--- config.mk ---
export PLATFORM = sky130hd
export DESIGN_NAME = frog_game_controller_flat
export DESIGN_NICKNAME = d
export VERILOG_FILES = /design/src/rtl/frog_pkg.sv /design/src/rtl/frog_game_controller_if.sv /design/src/rtl/frog_game_controller_move_fifo.sv /design/src/rtl/frog_game_controller.sv /design/src/flat_wrapper.sv
export SDC_FILE = /design/constraint.sdc
export NUM_CORES = 1
export LEC_CHECK = 0
export ABC_AREA = 1
export CAP_MARGIN = 15
export CORE_MARGIN = 5
export CORE_UTILIZATION = 60
export CTS_BUF_LIST = sky130_fd_sc_hd__clkbuf_16
export CTS_CLUSTER_SIZE = 20
export DETAILED_ROUTE_END_ITERATION = 8
export PLACE_DENSITY = 0.95
export SYNTH_ARGS = -nofsm -noshare
export SYNTH_HDL_FRONTEND = slang
export SYNTH_SLANG_ARGS = --single-unit
--- constraint.sdc ---
create_clock -name i_Clk -period 3.4 [get_ports i_Clk]
set_clock_uncertainty 0.05 [all_clocks]
set_input_delay 0.51 -clock i_Clk [delete_from_list [all_inputs] [get_ports i_Clk]]
set_output_delay 0.51 -clock i_Clk [all_outputs]
set_load 0.05 [all_outputs]
--- src/rtl/frog_pkg.sv ---
// Shared encodings and default geometry for the frog game controller.
// Direction codes double as the move-queue payload.
package frog_pkg;

    typedef enum logic [1:0] {
        ST_IDLE      = 2'd0,
        ST_PLAY      = 2'd1,
        ST_DYING     = 2'd2,
        ST_GAME_OVER = 2'd3
    } state_t;

    typedef enum logic [1:0] {
        DIR_LEFT  = 2'd0,
        DIR_BACK  = 2'd1,
        DIR_FWD   = 2'd2,
        DIR_RIGHT = 2'd3
    } dir_t;

    localparam int unsigned DEF_GRID_SIZE = 32;
    localparam int unsigned DEF_H_DISPLAY = 640;
    localparam int unsigned DEF_V_DISPLAY = 480;
    localparam int unsigned DEF_START_X   = 320;
    localparam int unsigned DEF_START_Y   = 448;

    // Request bits are [0] left, [1] back, [2] forward, [3] right; forward wins, right loses.
    function automatic dir_t pick_dir(input logic [3:0] req);
        if (req[2]) begin
            return DIR_FWD;
        end else if (req[1]) begin
            return DIR_BACK;
        end else if (req[0]) begin
            return DIR_LEFT;
        end else begin
            return DIR_RIGHT;
        end
    endfunction

endpackage

--- src/rtl/frog_game_controller_if.sv ---
// Game-side signal bundle between the switch/frame logic and the frog controller.
interface frog_game_controller_if;
    logic [3:0] i_Move_Req;
    logic       i_Frame_Tick;
    logic       i_Collision;
    logic       i_Start;
    logic [9:0] o_Frog_X;
    logic [9:0] o_Frog_Y;
    logic [3:0] o_Level;
    logic [1:0] o_Lives;
    logic [1:0] o_State;
    logic       o_Fifo_Full;

    modport master (
        output i_Move_Req, i_Frame_Tick, i_Collision, i_Start,
        input  o_Frog_X, o_Frog_Y, o_Level, o_Lives, o_State, o_Fifo_Full
    );

    modport slave (
        input  i_Move_Req, i_Frame_Tick, i_Collision, i_Start,
        output o_Frog_X, o_Frog_Y, o_Level, o_Lives, o_State, o_Fifo_Full
    );
endinterface

--- src/rtl/frog_game_controller_move_fifo.sv ---
// Small synchronous queue of pending move directions.
// A push into a full queue is accepted only when a pop happens on the same edge.
module move_fifo #(
    parameter int unsigned DEPTH = 4,
    parameter int unsigned WIDTH = 2
) (
    input  logic             i_Clk,
    input  logic             i_Rst_L,
    input  logic             push,
    input  logic             pop,
    input  logic             flush,
    input  logic [WIDTH-1:0] wr_data,
    output logic [WIDTH-1:0] rd_data,
    output logic             full,
    output logic             empty
);
    localparam int unsigned PTR_W = $clog2(DEPTH);
    localparam int unsigned CNT_W = $clog2(DEPTH + 1);

    logic [WIDTH-1:0] mem_r [DEPTH];
    logic [PTR_W-1:0] wr_ptr_r;
    logic [PTR_W-1:0] rd_ptr_r;
    logic [CNT_W-1:0] count_r;
    logic             push_ok_s;
    logic             pop_ok_s;

    assign full      = (count_r == CNT_W'(DEPTH));
    assign empty     = (count_r == {CNT_W{1'b0}});
    assign pop_ok_s  = pop && !empty;
    assign push_ok_s = push && (!full || pop_ok_s);
    assign rd_data   = mem_r[rd_ptr_r];

    // Storage, pointers and occupancy; flush discards everything queued.
    always_ff @(posedge i_Clk or negedge i_Rst_L) begin
        if (!i_Rst_L) begin
            for (int i = 0; i < DEPTH; i++) begin
                mem_r[i] <= '0;
            end
            wr_ptr_r <= '0;
            rd_ptr_r <= '0;
            count_r  <= '0;
        end else if (flush) begin
            wr_ptr_r <= '0;
            rd_ptr_r <= '0;
            count_r  <= '0;
        end else begin
            if (push_ok_s) begin
                mem_r[wr_ptr_r] <= wr_data;
                wr_ptr_r        <= wr_ptr_r + PTR_W'(1);
            end
            if (pop_ok_s) begin
                rd_ptr_r <= rd_ptr_r + PTR_W'(1);
            end
            count_r <= count_r + CNT_W'(push_ok_s) - CNT_W'(pop_ok_s);
        end
    end
endmodule

--- src/rtl/frog_game_controller.sv ---
// Frog sequencer: queues direction requests, applies one grid step per frame,
// and tracks level, lives and the death/respawn cycle.
module frog_game_controller
    import frog_pkg::*;
#(
    parameter int unsigned GRID_SIZE      = DEF_GRID_SIZE,
    parameter int unsigned H_DISPLAY      = DEF_H_DISPLAY,
    parameter int unsigned V_DISPLAY      = DEF_V_DISPLAY,
    parameter int unsigned START_X        = DEF_START_X,
    parameter int unsigned START_Y        = DEF_START_Y,
    parameter int unsigned LIVES          = 3,
    parameter int unsigned RESPAWN_FRAMES = 60
) (
    input  logic                   i_Clk,
    input  logic                   i_Rst_L,
    frog_game_controller_if.slave  bus
);
    localparam int unsigned CNT_W = $clog2(RESPAWN_FRAMES + 1);

    localparam logic [9:0]       GRID_C     = 10'(GRID_SIZE);
    localparam logic [9:0]       X_MAX_C    = 10'(H_DISPLAY - 2 * GRID_SIZE);
    localparam logic [9:0]       Y_MAX_C    = 10'(V_DISPLAY - 2 * GRID_SIZE);
    localparam logic [9:0]       START_X_C  = 10'(START_X);
    localparam logic [9:0]       START_Y_C  = 10'(START_Y);
    localparam logic [1:0]       LIVES_C    = 2'(LIVES);
    localparam logic [CNT_W-1:0] CNT_LAST_C = CNT_W'(RESPAWN_FRAMES - 1);

    state_t           state_r;
    logic [9:0]       x_r;
    logic [9:0]       y_r;
    logic [3:0]       level_r;
    logic [1:0]       lives_r;
    logic [CNT_W-1:0] resp_cnt_r;

    logic       in_play_s;
    logic       start_s;
    logic       die_s;
    logic       pop_s;
    logic       push_s;
    logic       flush_s;
    logic       fifo_full_s;
    logic       fifo_empty_s;
    logic [1:0] head_s;
    dir_t       head_dir_s;
    logic [9:0] move_x_s;
    logic [9:0] move_y_s;
    logic [3:0] move_lvl_s;

    assign in_play_s  = (state_r == ST_PLAY);
    assign start_s    = bus.i_Start && ((state_r == ST_IDLE) || (state_r == ST_GAME_OVER));
    assign die_s      = in_play_s && bus.i_Frame_Tick && bus.i_Collision;
    assign pop_s      = in_play_s && bus.i_Frame_Tick && !bus.i_Collision && !fifo_empty_s;
    assign push_s     = in_play_s && (bus.i_Move_Req != 4'd0);
    assign flush_s    = die_s || start_s;
    assign head_dir_s = dir_t'(head_s);

    move_fifo #(
        .DEPTH (4),
        .WIDTH (2)
    ) u_move_fifo (
        .i_Clk   (i_Clk),
        .i_Rst_L (i_Rst_L),
        .push    (push_s),
        .pop     (pop_s),
        .flush   (flush_s),
        .wr_data (pick_dir(bus.i_Move_Req)),
        .rd_data (head_s),
        .full    (fifo_full_s),
        .empty   (fifo_empty_s)
    );

    // Candidate position for the queued move at the head; bounds checked before the arithmetic.
    always_comb begin
        move_x_s   = x_r;
        move_y_s   = y_r;
        move_lvl_s = level_r;
        case (head_dir_s)
            DIR_LEFT: begin
                if (x_r >= GRID_C) move_x_s = x_r - GRID_C;
                else               move_x_s = x_r;
            end
            DIR_RIGHT: begin
                if (x_r <= X_MAX_C) move_x_s = x_r + GRID_C;
                else                move_x_s = x_r;
            end
            DIR_BACK: begin
                if (y_r <= Y_MAX_C) move_y_s = y_r + GRID_C;
                else                move_y_s = y_r;
            end
            DIR_FWD: begin
                if (y_r >= GRID_C) begin
                    move_y_s = y_r - GRID_C;
                end else begin
                    // Reaching the top row completes the level and sends the frog home.
                    move_x_s = START_X_C;
                    move_y_s = START_Y_C;
                    if (level_r != 4'd15) move_lvl_s = level_r + 4'd1;
                    else                  move_lvl_s = level_r;
                end
            end
            default: begin
                move_x_s = x_r;
            end
        endcase
    end

    // Game FSM with position, level, lives and respawn counter all held in registers.
    always_ff @(posedge i_Clk or negedge i_Rst_L) begin
        if (!i_Rst_L) begin
            state_r    <= ST_IDLE;
            x_r        <= START_X_C;
            y_r        <= START_Y_C;
            level_r    <= 4'd1;
            lives_r    <= LIVES_C;
            resp_cnt_r <= '0;
        end else begin
            case (state_r)
                ST_IDLE, ST_GAME_OVER: begin
                    if (start_s) begin
                        state_r    <= ST_PLAY;
                        x_r        <= START_X_C;
                        y_r        <= START_Y_C;
                        level_r    <= 4'd1;
                        lives_r    <= LIVES_C;
                        resp_cnt_r <= '0;
                    end
                end
                ST_PLAY: begin
                    if (die_s) begin
                        state_r    <= ST_DYING;
                        resp_cnt_r <= '0;
                        if (lives_r != 2'd0) lives_r <= lives_r - 2'd1;
                    end else if (pop_s) begin
                        x_r     <= move_x_s;
                        y_r     <= move_y_s;
                        level_r <= move_lvl_s;
                    end
                end
                ST_DYING: begin
                    if (bus.i_Frame_Tick) begin
                        if (resp_cnt_r == CNT_LAST_C) begin
                            resp_cnt_r <= '0;
                            if (lives_r == 2'd0) begin
                                state_r <= ST_GAME_OVER;
                            end else begin
                                state_r <= ST_PLAY;
                                x_r     <= START_X_C;
                                y_r     <= START_Y_C;
                            end
                        end else begin
                            resp_cnt_r <= resp_cnt_r + CNT_W'(1);
                        end
                    end
                end
                default: begin
                    state_r <= ST_IDLE;
                end
            endcase
        end
    end

    assign bus.o_Frog_X    = x_r;
    assign bus.o_Frog_Y    = y_r;
    assign bus.o_Level     = level_r;
    assign bus.o_Lives     = lives_r;
    assign bus.o_State     = state_r;
    assign bus.o_Fifo_Full = fifo_full_s;
endmodule

--- src/flat_wrapper.sv ---
// flat-port wrapper written by rule: the top's interface ports become plain ports
module frog_game_controller_flat import frog_pkg::*;
#(
    parameter int unsigned GRID_SIZE      = DEF_GRID_SIZE,
    parameter int unsigned H_DISPLAY      = DEF_H_DISPLAY,
    parameter int unsigned V_DISPLAY      = DEF_V_DISPLAY,
    parameter int unsigned START_X        = DEF_START_X,
    parameter int unsigned START_Y        = DEF_START_Y,
    parameter int unsigned LIVES          = 3,
    parameter int unsigned RESPAWN_FRAMES = 60
)
  (i_Clk, i_Rst_L, bus_i_Move_Req, bus_i_Frame_Tick, bus_i_Collision, bus_i_Start, bus_o_Frog_X, bus_o_Frog_Y, bus_o_Level, bus_o_Lives, bus_o_State, bus_o_Fifo_Full);
  frog_game_controller_if bus_i ();
  input  logic i_Clk;
  input  logic i_Rst_L;
  input wire logic [$bits(bus_i.i_Move_Req)-1:0] bus_i_Move_Req;
  input wire logic [$bits(bus_i.i_Frame_Tick)-1:0] bus_i_Frame_Tick;
  input wire logic [$bits(bus_i.i_Collision)-1:0] bus_i_Collision;
  input wire logic [$bits(bus_i.i_Start)-1:0] bus_i_Start;
  output wire logic [$bits(bus_i.o_Frog_X)-1:0] bus_o_Frog_X;
  output wire logic [$bits(bus_i.o_Frog_Y)-1:0] bus_o_Frog_Y;
  output wire logic [$bits(bus_i.o_Level)-1:0] bus_o_Level;
  output wire logic [$bits(bus_i.o_Lives)-1:0] bus_o_Lives;
  output wire logic [$bits(bus_i.o_State)-1:0] bus_o_State;
  output wire logic [$bits(bus_i.o_Fifo_Full)-1:0] bus_o_Fifo_Full;
  assign bus_i.i_Move_Req = bus_i_Move_Req;
  assign bus_i.i_Frame_Tick = bus_i_Frame_Tick;
  assign bus_i.i_Collision = bus_i_Collision;
  assign bus_i.i_Start = bus_i_Start;
  assign bus_o_Frog_X = bus_i.o_Frog_X;
  assign bus_o_Frog_Y = bus_i.o_Frog_Y;
  assign bus_o_Level = bus_i.o_Level;
  assign bus_o_Lives = bus_i.o_Lives;
  assign bus_o_State = bus_i.o_State;
  assign bus_o_Fifo_Full = bus_i.o_Fifo_Full;
  frog_game_controller #(.GRID_SIZE(GRID_SIZE), .H_DISPLAY(H_DISPLAY), .V_DISPLAY(V_DISPLAY), .START_X(START_X), .START_Y(START_Y), .LIVES(LIVES), .RESPAWN_FRAMES(RESPAWN_FRAMES)) u_core (.i_Clk(i_Clk), .i_Rst_L(i_Rst_L), .bus(bus_i));
endmodule
==> summary.md, run 1 <==
| Metric | Value |
|---|---|
| Root Driver | clkbuf_16 |
| Logic pwr share | 58.5% |
| Critical Path End Type | flop |
| Largest net degree at the start of global routing | 40 |
| Synth top area share | around 28% |
| Slew margin rel. | a little over two fifths |
| Netlist Area Pre-Place | 0.002765 mm^2 |
| Reg clk slew, reported paths | 60 ps |
| Share of cells above drive strength 1 | 12.40% |
| Setup TNS | 0 ps |
| Post-Layout Cell Count | 439 |
| Vias | 2360 |
| TritonCTS Sinks | 39 |
| Switch Pwr | 0.001769 W |
| Starting Density | 62.64% |
| Startpoint Class | flop |
| Class of the worst hold path | primary input to asynchronous set/reset pin |
| Avg WL per Cell | between 10 and 15 um |
| Most frequent cells in the layout | nand2_1, inv_1, dfrtp_1 |
| Port Buffer Count | 27 |
| Ant diodes | 0 |
| DIE AREA | 0.006066 mm^2 |
| Grt total ovfl | 0 |
| Count of pins over their slew limit | 0 |
| PwrDens | 1113 mW/mm^2 |
| Pint | 0.001805 W |
| TritonCTS Buffers | 5 |
| Num ports | 38 |
| Worst Tran Pin Value | 864.7 ps |
| Pre-CTS WS | 705.3 ps |
| Worst setup margin | 824.1 ps |
| Core Region | between 0.004 and 0.005 mm^2 |
| Synth Register Bits | 39 |
| Static Leak | about 1.6 nW |
| Avg Inst Size Synth | 7.767 um^2 |
| Antenna viol nets, final | 0 |
| Dpl hpwl | 4400 um |
| Final setup fails | 0 |
| Fill cell count | ~340 |
| Max IR drop VDD | around 650 uV |
| Post-Syn Instances | between 300 and 400 |
| DR vias/cell | 5.376 |
| Largest area contributor in the netlist | dfrtp_1 |
| RSZ-0062 raised after global routing | no |
| Worst-Skew Late Latency | 280 ps |
| Post-synthesis sequential area ratio | 35.66% |
| Chip height | 77.89 um |
| Post_cts resized | 0 |
| Drt pass-1 iters | 4 |
| Tcrit/Tclk final | around 76% |
| Clock share of power | 16.8% |
| Total power | 0.003574 W |
| Top post-synthesis cells by area | dfrtp_1, nand2_1, ha_1 |
| Vias in the first global route | between 2000 and 2500 |
| Critical Path RT | 3510 ps |
| TritonCTS clock tree | yes |
| Placed Cells | 431 |
| First-pass GRT wire length | roughly 10000 um |
| Critical path fanouts, max | 13 |
| RePlAce Congestion | 0.8493 |
| Initial antenna violation count | 0 |
| Residual DRC count | 0 |
| Switching share of power | between 40% and 50% |
| Global-route usage over all layers | 20.16% |
| Cts hold-fix bufs | 0 |
| WL final | 5802 um |
| Fin nets | 416 |
| FP Rows | 24 |
| Ys Warns | 0 |
| Arrival @ worst endpoint | 2680 ps |
| Min cycle time layout | 2576 ps |
| CTS H-tree depth | 2 |
| Final Hold Fails | 0 |
| Critical setup path kind | flop to flop |
| Area growth, synth to finish | 16.15% |
| Status | completed |
| Setup bufs post-CTS | 0 |
| Iteration-0 DRC Markers | 163 |
| Cell variety after synth | 37 |
| Peak Freq | 388.2 MHz |
| Reg power frac | between 20% and 30% |
| Max-cap viol count | 0 |
| Die Span X | just under 80 um |
| Most common cell after layout, fill and taps aside | nand2_1 |
| Clock Tree Buf Depth | 2 |
Yosys cell counts:
master and number:
buf_4 10, o21ai_4 1, a211oi_1 1, inv_2 3, o21ai_1 8, o21bai_1 2, nand4_1 6, buf_6 3
a31oi_1 1, nand3_1 25, nor2_4 4, fa_1 1, o22ai_1 1, o21a_1 3, o21ai_2 3, nand3_2 1
nor2_8 1, nand2_4 2, or2_2 4, dfstp_2 8, conb_1 1, dfrtp_1 31, nand2_2 9, nor3_1 3
inv_1 41, nor2_2 2, xnor2_1 2, ha_1 20, nand2_1 84, nor2_1 24, a32oi_1 2, buf_2 1
xor2_1 5, or2_0 1, a21oi_1 16, o21ai_0 25, a31oi_4 1
sequential cells by signal, indices dropped and copies added (netlist names):
register and flops:
u_core.u_move_fifo.rd_ptr_r 2, u_core.bus.o_Lives 2, u_core.resp_cnt_r 6, u_core.u_move_fifo.wr_ptr_r 2, u_core.bus.o_Level 4, u_core.bus.o_Frog_X 5
u_core.bus.o_State 2, u_core.u_move_fifo.count_r 3, u_core.u_move_fifo.mem_r 8, u_core.bus.o_Frog_Y 5
per-layer routing:
layer  vias to the layer above  global-route usage (%)  wire [um]
met5                         -                       0          0
met4                         0                   7.216         80
met3                         9                   3.704        274
met2                        61                   36.39       2925
met1                      1094                   23.61       2522
li1                       1196                       -          -
critical path, cell delays in order (launching register included):
cell and delay, ps:
dfrtp_1 420, inv_1 80, ha_1 260, buf_4 240, inv_2 130, a31oi_4 190
nand2_4 100, xor2_1 150, ha_1 160, inv_1 50, fa_1 390, xor2_1 180
nor2_1 50
layout make-up:
class | count | area, um^2 | area share (%)
clock buffers | 5 | 125.1 | 3.896
multi-input cells | 268 | 1534 | 47.76
clock inverters | 3 | 63.81 | 1.987
well taps | 52 | 65.06 | 2.026
repair buffers | 28 | 272.8 | 8.492
flip-flops and latches | 39 | 985.9 | 30.70
inverters | 44 | 165.2 | 5.142
power by group through the flow:
| stage | sequential [W] | clock [W] | combinational [W] |
|---|---|---|---|
| finish | 0.000885 | 0.000599 | 0.00209 |
| floorplan | 0.00115 | 0 | 0.00133 |
| global placement | 0.000876 | 0 | 0.00200 |
| global route | 0.000917 | 0.000626 | 0.00233 |
| detailed placement | 0.000887 | 0 | 0.00207 |
| CTS | 0.000882 | 0.000605 | 0.00209 |
cell families (layout without fill, tap and decap cells):
family          after synthesis  after routing  synth area share [%]
simple gates                166            166                 28.23
xor+xnor                      7              7                 2.217
other cells                   1             10                0.1356
fa+ha+maj                    21             21                 9.774
buf+inv                      58             80                 10.09
flops                        39             39                 35.66
compound gates               64             64                 13.89
metrics by stage:
stage	utilization [%]	hold WS [ps]	instance area, um^2
5_1_grt	72.76	376.0	3212
2_1_floorplan	-	164.4	2799
4_1_cts	72.76	323.4	3212
3_5_place_dp	68.48	435.1	3023
3_3_place_gp	68.48	420.3	3023
6_report	72.76	290.2	3212
path summary, 6_finish.rpt:
kind	startpoint	to	slack, ps	cells after the start
max reg2reg	u_core.bus.o_State[1]	u_core.u_move_fifo.count_r[2]	820	12
max	u_core.bus.o_State[1]	u_core.u_move_fifo.count_r[2]	820	12
max in group asynchronous	i_Rst_L	u_core.bus.o_Frog_Y[9]	2470	1
min in group i_Clk	u_core.u_move_fifo.mem_r[5]	u_core.u_move_fifo.mem_r[5]	460	2
min	i_Rst_L	u_core.bus.o_Frog_X[9]	290	1
min reg2reg	u_core.u_move_fifo.mem_r[5]	u_core.u_move_fifo.mem_r[5]	460	2
No activity file was read; power rests on OpenSTA's default activity.
==> inputs of run 2 (changes only) <==
--- a/config.mk
+++ b/config.mk
@@ -8,11 +8,11 @@
 export ABC_AREA = 1
 export CAP_MARGIN = 15
 export CORE_MARGIN = 5
-export CORE_UTILIZATION = 60
+export CORE_UTILIZATION = 50
 export CTS_BUF_LIST = sky130_fd_sc_hd__clkbuf_16
 export CTS_CLUSTER_SIZE = 20
 export DETAILED_ROUTE_END_ITERATION = 8
-export PLACE_DENSITY = 0.95
+export PLACE_DENSITY = 0.89
 export SYNTH_ARGS = -nofsm -noshare
 export SYNTH_HDL_FRONTEND = slang
 export SYNTH_SLANG_ARGS = --single-unit
==> constraint.sdc (replaced) <==
create_clock -name i_Clk -period 2.1 [get_ports i_Clk]
set_clock_uncertainty 0.05 [all_clocks]
set_input_delay 0.315 -clock i_Clk [delete_from_list [all_inputs] [get_ports i_Clk]]
set_output_delay 0.315 -clock i_Clk [all_outputs]
set_load 0.05 [all_outputs]
==> run 2 against run 1 <==
- the flow now finishes with violations (negative setup slack)
- worst setup slack worse by 900 ps
- first-iteration DRC count is 53% lower
- wire length is 13% higher
- clock power is 19% higher
- critical path type unchanged
- highest routed layer unchanged
==> summary.md, run 2 (synthesis results as in run 1) <==
| Metric | Value |
|---|---|
| Logic pwr share | 65.1% |
| DIE AREA | about 0.0071 mm^2 |
| Critical Path RT | 2200 ps |
| Critical Path End Type | flop |
| Dpl hpwl | 4636 um |
| First-pass GRT wire length | approximately 10000 um |
| Arrival @ worst endpoint | around 2300 ps |
| Vias in the first global route | around 2400 |
| Peak Freq | between 400 and 500 MHz |
| Crit path launch | u_core.bus.o_State[1] |
| Max-cap viol count | 0 |
| Slew margin rel. | 65.51% |
| Drt pass-1 iters | 4 |
| Class of the worst hold path | flop to flop |
| Critical path fanouts, max | 3 |
| Most common cell after layout, fill and taps aside | nand2_1 |
| Crit path cell chain | inv_2, ha_4, nand2_4, nor2_4, nand2_2, nand2_2, nand2_4, xor2_2, ha_2, inv_2, fa_2, nor2_2 |
| Largest net degree at the start of global routing | 23 |
| Final instance area | 0.003522 mm^2 |
| Post-Layout Cell Count | 484 |
| Tcrit/Tclk final | 103.5% |
| Iteration-0 DRC Markers | 76 |
| Die Span X | 84.37 um |
| Failing checks | negative setup slack |
| Avg WL per Cell | 13.54 um |
| Ant diodes | 0 |
| Top Registers | u_core.u_move_fifo.mem_r (8), u_core.resp_cnt_r (6) |
| Chip height | 84.37 um |
| Min cycle time layout | 2174 ps |
| Placed Cells | 470 |
| Residual DRC count | 0 |
| Most frequent cells in the layout | nand2_1, inv_1, dfrtp_1 |
| CTS H-tree depth | 2 |
| Startpoint Class | flop |
| Num ports | 38 |
| Origin of the critical flop-to-flop path | u_core.bus.o_State[1] |
| Status | finished, violations left |
| Core Region | 0.005439 mm^2 |
| TritonCTS clock tree | yes |
| Initial antenna violation count | 0 |
| Fill cell count | ~440 |
| Reg clk slew, reported paths | 60 ps |
| TritonCTS Buffers | 5 |
| Worst-Skew Late Latency | 280 ps |
| Worst setup margin | -73.66 ps |
| Starting Density | 50.84% |
| DP Area | between 0.003 and 0.004 mm^2 |
| Switching share of power | 50.93% |
| Buffers and inverters on the worst path | 2 |
| Grt total ovfl | 0 |
| RePlAce Congestion | approximately 0.9 |
| Critical setup path kind | flop to flop |
| Vias | 2541 |
| Max reg flops | 8 |
| Fin nets | about 440 |
| Worst Tran Pin Value | ~520 ps |
| Share of cells above drive strength 1 | around a quarter |
| Global-route usage over all layers | 17.64% |
| Reg power frac | 23.4% |
| Area growth, synth to finish | 27.38% |
| PwrDens | 1758 mW/mm^2 |
| FP Rows | 27 |
| Setup TNS | -105.1 ps |
| Antenna viol nets, final | 0 |
| Worst hold slack | 448.7 ps |
| DR vias/cell | 5.250 |
| Clock Tree Buf Depth | 2 |
| Switch Pwr | 0.003153 W |
| Most flops, register | u_core.u_move_fifo.mem_r |
| Port Buffer Count | 27 |
| RSZ-0062 raised after global routing | yes |
| CP delay by family, top | adder cells |
| Clock share of power | 11.5% |
| TritonCTS Sinks | 39 |
| Root Driver | clkbuf_16 |
| WL final | 6554 um |
| Static Leak | 1.681 nW |
| Pint | 0.003037 W |
| Min-delay src | u_core.u_move_fifo.mem_r[3] |
| Final setup fails | 2 |
| CP max stage delay | roughly 540 ps |
| Max IR drop VDD | 877.6 uV |
| Final Hold Fails | 0 |
| Count of pins over their slew limit | 0 |
| Worst path slowest cell | fa_2 |
## run 2: worst reg2reg max path, stage by stage, from the launching register on
cell and delay [ps]:
dfrtp_2 410, inv_2 60, ha_4 160, nand2_4 70, nor2_4 90, nand2_2 70, nand2_2 80, nand2_4 60
xor2_2 170, ha_2 190, inv_2 40, fa_2 540, nor2_2 50
## run 2: stage by stage
stage / setup WS (ps) / utilization [%] / total power, W
2_1_floorplan: -269.0 / - / 0.004064
3_3_place_gp: -179.0 / 58.96 / 0.004901
3_5_place_dp: -323.7 / 58.96 / 0.005037
4_1_cts: -54.47 / 62.41 / 0.005817
5_1_grt: -133.1 / 64.76 / 0.006695
6_report: -73.66 / 64.76 / 0.006190
## run 2: area by class of cell
class	count	area (um^2)	share of cell area, %
tap	72	90.09	2.558
sequential	39	989.7	28.10
clock buffer	5	125.1	3.552
timing repair buffer	52	454.2	12.90
clock inverter	3	11.26	0.3197
multi-input combinational	269	1682	47.74
inverter	44	170.2	4.831
## run 2: layer usage
layer | routed length, um | vias up | global-route usage, %
li1 | - | 1244 | -
met1 | 2553 | 1210 | 20.20
met2 | 3488 | 68 | 31.42
met3 | 323 | 19 | 3.631
met4 | 189 | 0 | 8.201
met5 | 0 | - | 0
## run 2: path summary, 6_finish.rpt
kind	end	slack, ps	cells after the start
min	u_core.u_move_fifo.mem_r[3]	450	2
min reg2reg	u_core.u_move_fifo.mem_r[3]	450	2
max	u_core.u_move_fifo.count_r[1]	-70	12
min in group asynchronous	u_core.u_move_fifo.wr_ptr_r[1]	470	2
max reg2reg	u_core.u_move_fifo.count_r[1]	-70	12
max in group asynchronous	u_core.bus.o_Frog_X[8]	900	3
## run 2: what timing repair did
action	in CTS	in global routing
hold endpoints to repair	16	0
gates cloned	0	1
pin swaps	3	10
setup buffers	2	2
hold buffers	1	0
endpoints found under the setup margin	7	16
gates resized for setup	8	27
## run 2: power by group through the flow
stage	Combinational, W	Sequential (W)	Clock (W)
2_1_floorplan	0.00218	0.00188	0
3_3_place_gp	0.00348	0.00142	0
3_5_place_dp	0.00360	0.00144	0
4_1_cts	0.00367	0.00143	0.000723
5_1_grt	0.00444	0.00149	0.000765
6_report	0.00403	0.00145	0.000712
==> inputs of run 3 (changes only) <==
--- a/config.mk
+++ b/config.mk
@@ -12,6 +12,7 @@
 export CTS_BUF_LIST = sky130_fd_sc_hd__clkbuf_16
 export CTS_CLUSTER_SIZE = 20
 export DETAILED_ROUTE_END_ITERATION = 8
+export GPL_ROUTABILITY_DRIVEN = 0
 export PLACE_DENSITY = 0.89
 export SYNTH_ARGS = -nofsm -noshare
 export SYNTH_HDL_FRONTEND = slang
==> results of run 3 <==
The final DEF is identical to that of run 2; final timing and power are the same.
